## src/rtl/pipe_pkg.sv

```systemverilog
// pipe_pkg: opcodes, widths and hazard FSM state encoding shared by the 48-bit pipeline.
package pipe_pkg;
    localparam int REG_W = 5;
    localparam int OPC_W = 6;
    localparam logic [OPC_W-1:0] OP_ADDI = 6'h0B;
    localparam logic [OPC_W-1:0] OP_J    = 6'h20;
    localparam logic [OPC_W-1:0] OP_NOP  = 6'h21;
    localparam logic [OPC_W-1:0] OP_BNE  = 6'h22;
    localparam logic [OPC_W-1:0] OP_BEQ  = 6'h23;
    localparam logic [OPC_W-1:0] OP_LV   = 6'h24;
    localparam logic [OPC_W-1:0] OP_SV   = 6'h25;
    typedef enum logic [1:0] {
        ST_RUN        = 2'd0,
        ST_LOAD_STALL = 2'd1,
        ST_BR_WAIT    = 2'd2
    } state_t;
endpackage

```

## src/rtl/pipeline_hazard_ctrl_hazard_detect.sv

```systemverilog
// hazard_detect: combinational load-use comparator between the ID instruction and a load in EX.
module hazard_detect
    import pipe_pkg::*;
(
    input  logic             i_id_valid,
    input  logic             i_id_read_reg,
    input  logic [REG_W-1:0] i_id_rs,
    input  logic [REG_W-1:0] i_id_rt,
    input  logic [REG_W-1:0] i_ex_rd,
    input  logic             i_ex_mem_rd,
    input  logic             i_ex_wr_reg,
    output logic             o_lu
);
    // r0 is hardwired, so a load targeting it never creates a dependency
    assign o_lu = i_id_valid & i_id_read_reg & i_ex_mem_rd & i_ex_wr_reg & (i_ex_rd != '0) &
                  ((i_ex_rd == i_id_rs) | (i_ex_rd == i_id_rt));
endmodule

```

## src/rtl/pipeline_hazard_ctrl.sv

```systemverilog
// pipeline_hazard_ctrl: load-use stall, branch-wait and wrong-path squash sequencer for IF/ID and ID/EX.
module pipeline_hazard_ctrl
    import pipe_pkg::*;
#(
    parameter int BR_TIMEOUT = 4,
    parameter int CNT_W      = 32
) (
    input  logic             clk,
    input  logic             rst_n,
    input  logic             id_valid,
    input  logic [OPC_W-1:0] id_opcode,
    input  logic [REG_W-1:0] id_rs,
    input  logic [REG_W-1:0] id_rt,
    input  logic             id_read_reg,
    input  logic [REG_W-1:0] ex_rd,
    input  logic             ex_mem_rd,
    input  logic             ex_wr_reg,
    input  logic             br_valid,
    input  logic             br_taken,
    output logic             pc_write,
    output logic             ifid_write,
    output logic             ifid_flush,
    output logic             idex_bubble,
    output logic             err_timeout,
    output logic [CNT_W-1:0] stall_cnt,
    output logic [1:0]       state
);
    state_t     r_state, w_next;
    logic [3:0] r_tcnt;
    logic       w_lu, w_br, w_jmp, w_in_br, w_stall, w_expire, w_unused;
    hazard_detect u_hazard_detect (
        .i_id_valid    (id_valid),
        .i_id_read_reg (id_read_reg),
        .i_id_rs       (id_rs),
        .i_id_rt       (id_rt),
        .i_ex_rd       (ex_rd),
        .i_ex_mem_rd   (ex_mem_rd),
        .i_ex_wr_reg   (ex_wr_reg),
        .o_lu          (w_lu)
    );
    // br_taken steers the PC mux in the datapath; the sequencer only needs br_valid
    assign w_unused = br_taken;
    assign w_br     = id_valid & ((id_opcode == OP_BNE) | (id_opcode == OP_BEQ));
    assign w_jmp    = id_valid & (id_opcode == OP_J);
    assign w_in_br  = r_state == ST_BR_WAIT;
    assign w_stall  = (r_state == ST_RUN) & w_lu;
    assign w_expire = w_in_br & ~br_valid & (r_tcnt == 4'(BR_TIMEOUT - 1));
    assign state    = r_state;
    always_ff @(posedge clk or negedge rst_n) begin
        if (!rst_n) r_state <= ST_RUN;
        else        r_state <= w_next;
    end
    always_comb begin
        w_next = w_in_br ? ((br_valid | w_expire) ? ST_RUN : ST_BR_WAIT)
               : w_stall ? ST_LOAD_STALL
               : w_br    ? ST_BR_WAIT
               :           ST_RUN;
    end
    // reset forces a stalled, flushed pipeline regardless of state
    always_comb begin
        pc_write    = rst_n & ~w_stall & (w_in_br ? (br_valid | w_expire) : ~w_br);
        ifid_write  = rst_n & ~w_stall;
        ifid_flush  = ~rst_n | (~w_stall & (w_in_br | w_br | w_jmp));
        idex_bubble = ~rst_n | w_stall;
    end
    always_ff @(posedge clk or negedge rst_n) begin
        if (!rst_n) begin
            r_tcnt      <= '0;
            err_timeout <= 1'b0;
            stall_cnt   <= '0;
        end else begin
            r_tcnt <= w_in_br ? r_tcnt + 4'd1 : 4'd0;
            if (w_expire) err_timeout <= 1'b1;
            if (!pc_write && stall_cnt != '1) stall_cnt <= stall_cnt + 1'b1;
        end
    end
endmodule

```

## config.mk

```make
export PLATFORM = sky130hd
export DESIGN_NAME = pipeline_hazard_ctrl
export DESIGN_NICKNAME = d
export VERILOG_FILES = /design/src/rtl/pipe_pkg.sv /design/src/rtl/pipeline_hazard_ctrl_hazard_detect.sv /design/src/rtl/pipeline_hazard_ctrl.sv
export SDC_FILE = /design/constraint.sdc
export NUM_CORES = 1
export LEC_CHECK = 0
export CORE_ASPECT_RATIO = 0.8
export CORE_MARGIN = 4
export CORE_UTILIZATION = 50
export DETAILED_ROUTE_END_ITERATION = 8
export HOLD_SLACK_MARGIN = 0.03
export PLACE_DENSITY = 0.92
export SLEW_MARGIN = 40
export SYNTH_ARGS = -nofsm -noshare
export SYNTH_HDL_FRONTEND = slang
export SYNTH_HIERARCHICAL = 1
export SYNTH_SLANG_ARGS = --single-unit
```

## constraint.sdc

```tcl
create_clock -name clk -period 7.6 [get_ports clk]
set_input_delay 1.52 -clock clk [delete_from_list [all_inputs] [get_ports clk]]
set_output_delay 1.52 -clock clk [all_outputs]
set_load 0.1 [all_outputs]
```

---- After elaboration in Yosys (flattened, before gate mapping) ----
Cells that the tools add are included.
storage, ports and cells
  register bits after elaboration ......... 39
  latch bits .............................. 0
  RAM bits ................................ 0
  memory bits (read-only) ................. 0
  output and inout bits ................... 39
  memories kept ........................... 0
cells by class
  $add $sub $neg .......................... 2
  multipliers ............................. 0
  div/mod/pow operators ................... 0
  magnitude comparators ................... 0
  eq/ne operators ......................... 8
  shift operators ......................... 0
  mux-type cells .......................... 6
  bitwise gates (word level) .............. 24
  reduce and logical (&&, ||, !) cells .... 4
operator list
  operator               count
  $add 32x1->32 const B  1
  $ne 32x32->1 const B   1
  $eq 6x6->1 const B     3
  $and 1x1->1            13
  $eq 5x5->1             2
  $mux 2                 4
  $or 1x1->1             7
  $reduce_bool 5->1      1
  $add 4x1->4 const B    1
  $eq 4x2->1 const B     1
  $mux 4                 1
  $not 1->1              4
  $eq 2x2->1 const B     1
  $logic_not 2->1        1
  $logic_and 1x1->1      1
  $logic_not 1->1        1
  $mux 1                 1

---- Logic depth before layout (Yosys ltp) ----
  word-level depth ........................ 11
  depth in mapped cells ................... 10

---- By module ----
Netlist, hierarchy kept.
modules (own cells, without submodules)
  module                instances  cells an instance  area each (um2)  sequential area each (um2)
  pipeline_hazard_ctrl  1          190                1,974.4          975.9
  hazard_detect         1          18                 137.6            0.0

---- Worst setup path after synthesis ----
Ideal clock, no wire load.
  path kind ............................... input -> output
  start point ............................. input port id_rt[2]
  end point ............................... output port ifid_flush
  data arrival time ....................... 4.222 ns
  slack ................................... 1.858 ns
  stages .................................. 7
  path buffers ............................ 0
  cells stage by stage .................... xor2_1 nor3_1 nand3_1 a221oi_2 or3b_2 inv_1 o21ai_0
between the ends
  cells in the longest elaborated chain, start to end .. 7
RTL lines
  element         RTL line                                  text
  from (decl)     pipeline_hazard_ctrl.sv:13                input logic [REG_W-1:0] id_rt,
  $eq 5x5->1      pipeline_hazard_ctrl_hazard_detect.sv:16  ((i_ex_rd == i_id_rs) | (i_ex_rd == i_id_rt));
  $or 1x1->1      pipeline_hazard_ctrl_hazard_detect.sv:16
  $and 1x1->1     pipeline_hazard_ctrl_hazard_detect.sv:15  assign o_lu = i_id_valid & i_id_read_reg & i_ex_mem_rd & i_ex_wr_reg & (i_ex_rd != '0) &
  named net w_lu  pipeline_hazard_ctrl.sv:30                logic w_lu, w_br, w_jmp, w_in_br, w_stall, w_expire, w_unused;
  $and 1x1->1     pipeline_hazard_ctrl.sv:46                assign w_stall = (r_state == ST_RUN) & w_lu;
  $not 1->1       pipeline_hazard_ctrl.sv:63                ifid_flush = ~rst_n | (~w_stall & (w_in_br | w_br | w_jmp));
  $and 1x1->1     pipeline_hazard_ctrl.sv:63
  $or 1x1->1      pipeline_hazard_ctrl.sv:63
  to (decl)       pipeline_hazard_ctrl.sv:22                output logic ifid_flush,
The timed path passes the listed nets, and every way through them passes these cells.

---- Worst setup path after layout ----
  start point ............................. input port ex_rd[2]
  end point ............................... output port pc_write
between the ends
  cells in the longest elaborated chain, start to end .. 7
  elaborated cells on any way between the ends .. 10
  those cells by class .................... eq/ne: 2; bitwise: 7; reduce/logical: 1
RTL lines
  element                                          RTL line                                                                            text
  from (decl)                                      pipeline_hazard_ctrl.sv:15                                                          input logic [REG_W-1:0] ex_rd,
  $eq 5x5->1 or $reduce_bool 5->1 (tied branches)  pipeline_hazard_ctrl_hazard_detect.sv:16, pipeline_hazard_ctrl_hazard_detect.sv:15
  $or 1x1->1 or $and 1x1->1 (tied branches)        pipeline_hazard_ctrl_hazard_detect.sv:16, pipeline_hazard_ctrl_hazard_detect.sv:15
  $and 1x1->1 (*)                                  pipeline_hazard_ctrl_hazard_detect.sv:15
  named net w_lu                                   pipeline_hazard_ctrl.sv:30
  $and 1x1->1 (*)                                  pipeline_hazard_ctrl.sv:46
  $not 1->1 (*)                                    pipeline_hazard_ctrl.sv:61                                                          pc_write = rst_n & ~w_stall & (w_in_br ? (br_valid | w_expire) : ~w_br);
  $and 1x1->1 (*) (2 in a row)                     pipeline_hazard_ctrl.sv:61
  to (decl)                                        pipeline_hazard_ctrl.sv:20                                                          output logic pc_write,
Mark *: on every way through the listed nets, which the timed path passes. The rest lies on a longest branch.

==> flow_metrics.tcl <==
set metrics [dict create \
    finalHoldViolations 0 \
    synth_top_cell_area_share_pct 46.21 \
    io_buffers 66 \
    cellPowerDensity_nw_per_um2 325.2 \
    synth_adder_area_share_pct 1.185 \
    die-area_um2 5334 \
    finClkSkew_ns 0.005393 \
    dp_cells 328 \
    synth_nets 239 \
    place_area_um2 2645 \
    worst_r2r_path_depth 7 \
    grt_first_pass_wirelength_mm 8.721 \
    r2r_slack_ns 5.02 \
    clockPowerShare_pct 15.3 \
    muxShareOfSynthArea_pct 1.066 \
    synth.area.top_cells "dfrtp_1, xor2_1, nor3_1" \
    area_growth_pct 29.09 \
    grt.overflow.total 0 \
    syn_area_per_cell_um2 10.15 \
    finalMaxSlewViolations 0 \
    fillers 317 \
    root_buffer "clkbuf_8" \
    cts_tree "built" \
    numCtsBuffers 5 \
    hold_buffers 0 \
    final_cells 336 \
    slew-limit-headroom_pct 49.37 \
    hpwl_mm 3.915 \
    p_sw_mw 0.4960 \
    cp-start-kind "input port" \
    antenna_cells 0 \
    fin_setup_tns_ns 0 \
    power.internal_mw 0.3905 \
    combPwrFrac_pct 49.8 \
    ir_drop_uv 355.1 \
    maxCapViolCount 0 \
    dr.pass1.iters 4 \
    min_from "err_timeout" \
    synth_simple_gate_area_share_pct 29.38 \
    synth_top_family_by_area "simple AND/OR/NAND/NOR gates" \
    holdCritPathClass "reg -> reg" \
    cts_htree_levels 2 \
    crit_arrival_ns 3.98 \
    whs_path_depth 1 \
    grt_pass1_vias 1797 \
    cts_resized 0 \
    setup_viol 0 \
    fin_area_um2 2726 \
    fmax_mhz 182.0 \
    layout-drive-gt1-share_pct 20.28 \
    ios 68 \
    synth_seq_cells 39 \
    path_class "in -> out" \
    start_util_pct 53.76 \
    worstSetupEndpointType "output port" \
    yosysSeqAreaShare_pct 46.21 \
    die_y_um 66.13 \
    rr_startpoint "stall_cnt[0]" \
    vias_per_cell 5.527 \
    num_rows 20 \
    core_um2 3929 \
    rsz0062_at_grt "false" \
    r2r_end "stall_cnt[15]" \
    worst_pin_slew_ns 0.7493 \
    synth_cells 208 \
    synth_xor_xnor_area_share_pct 17.42 \
    yosys.area.top_type "dfrtp_1" \
    clk_latency_ns 0.29 \
    syn_area_um2 2112 \
    layout_commonest_cell "dfrtp_1" \
    clockBufferDepth 2 \
    clk_pin_slew_ns 0.07 \
    grt_max_degree 43 \
    drtIter0Drc 134 \
    antenna_found_initial 0 \
    synth_cell_type_count 37 \
    vias 1857 \
    mostFrequentLayoutCells "dfrtp_1, buf_2, xor2_1" \
    cp_max_fo 4 \
    cts_setup_buffers 0 \
    fin_crit_ns 5.495 \
    layout.nets 311 \
    grt_use_total_pct 21.54 \
    period_share_pct 72.31 \
    sequentialPowerShare_pct 34.9 \
    gp_congestion 0.8017 \
    clkSinkCount 39 \
    fp.dieW_um 80.67 \
    drc 0 \
    leakage_nw 1.191 \
    wl_per_cell_um 15.45 \
    synth_warnings 6 \
    synth-compound-area-share_pct 3.436 \
    ant_nets 0 \
    switching_share_pct 55.95 \
    cp.required_ns 6.08 \
    drt_wl_total_mm 5.191 \
    whs_endpoint "err_timeout" \
    status "complete, no violations" \
]
==> worst max-delay path by stage <==
stage / startpoint / slack [ns] / cells past startpoint / endpoint
finish: ex_rd[2] / 2.10 / 9 / pc_write
global route: ex_rd[0] / 2.03 / 9 / pc_write
CTS: ex_rd[2] / 2.11 / 9 / pc_write
detailed placement: ex_rd[2] / 2.13 / 9 / pc_write
global placement: ex_rd[2] / 1.49 / 9 / idex_bubble
floorplan: id_rt[2] / 1.86 / 7 / ifid_flush
==> per-stage QoR <==
step / power [mW] / util (%) / setup WS, ns / hold WS, ns
final: 0.8865 / 69.39 / 2.105 / 0.4888
after global routing: 0.9252 / 69.39 / 2.027 / 0.5164
after CTS: 0.8909 / 69.39 / 2.112 / 0.4900
after detailed placement: 0.7558 / 67.32 / 2.126 / 0.4730
after global placement: 0.7866 / 71.91 / 1.489 / 0.4427
after floorplan: 0.6628 / - / 1.858 / 0.4331
==> routing by layer <==
layer | wire [µm] | global-route usage [%] | up-vias
met1 | 2410 | 29.67 | 904
li1 | - | - | 902
met5 | 0 | 0 | -
met2 | 2464 | 33.78 | 45
met4 | 57 | 5.696 | 0
met3 | 258 | 5.586 | 6
==> synthesized netlist by cell type <==
| cell | n |
|---|---|
| or3b_2 | 1 |
| nor4b_1 | 1 |
| buf_4 | 1 |
| nor4bb_1 | 1 |
| buf_2 | 1 |
| dfrtp_1 | 39 |
| nor2_1 | 14 |
| or4_4 | 1 |
| nor3b_1 | 2 |
| nor3_1 | 19 |
| nand4_2 | 1 |
| and2_1 | 2 |
| nand4_4 | 1 |
| nand3_1 | 10 |
| clkbuf_1 | 1 |
| o21ai_0 | 2 |
| nand2_1 | 18 |
| or4_1 | 1 |
| nor4_4 | 1 |
| nor4_1 | 12 |
| nor2b_1 | 1 |
| or2_2 | 1 |
| inv_1 | 3 |
| a221oi_2 | 1 |
| and3_1 | 2 |
| xnor2_1 | 7 |
| o211ai_1 | 2 |
| ha_1 | 2 |
| mux2_2 | 2 |
| xor2_1 | 35 |
| a41oi_1 | 1 |
| o31ai_1 | 1 |
| nand2b_1 | 2 |
| o311ai_0 | 1 |
| nand4_1 | 14 |
| and4_1 | 3 |
| a21o_1 | 1 |
==> area by class of cell <==
| class | count | area, µm² | share of cell area [%] |
|---|---|---|---|
| multi-input combinational | 163 | 1109 | 40.66 |
| sequential | 39 | 975.9 | 35.80 |
| timing repair buffer | 68 | 480.5 | 17.62 |
| clock buffer | 7 | 76.32 | 2.799 |
| tap | 55 | 68.82 | 2.524 |
| inverter | 3 | 11.26 | 0.4130 |
| clock inverter | 1 | 5.005 | 0.1836 |
==> kinds of logic after synthesis <==
| logic type | after synthesis |
|---|---|
| xor gates and xnor gates | 42 |
| adders and majority gates | 2 |
| DFF | 39 |
| AOI/OAI and AO/OA | 9 |
| and+or+nand+nor | 108 |
| buffers and inverters | 6 |
| muxes | 2 |
==> sequential cells by signal (all words and copies together), names as in the netlist <==
name / count
err_timeout: 1
r_tcnt: 4
stall_cnt: 32
state: 2
==> power by group through the flow <==
| stage | logic (mW) | registers, mW | clock network (mW) |
|---|---|---|---|
| finish | 0.441 | 0.310 | 0.135 |
| global route | 0.458 | 0.319 | 0.148 |
| CTS | 0.443 | 0.310 | 0.138 |
| detailed placement | 0.443 | 0.312 | 0 |
| global placement | 0.475 | 0.312 | 0 |
| floorplan | 0.0822 | 0.581 | 0 |
==> worst max-delay path, cell delays in order <==
cell	delay [ns]
clkdlybuf4s50_1	0.48
xor2_1	0.19
nor3_1	0.21
nand3_1	0.11
a221oi_2	0.26
or3b_2	0.52
o311ai_0	0.23
nor2_1	0.17
buf_4	0.28
Power figures use the tool's default switching activity.
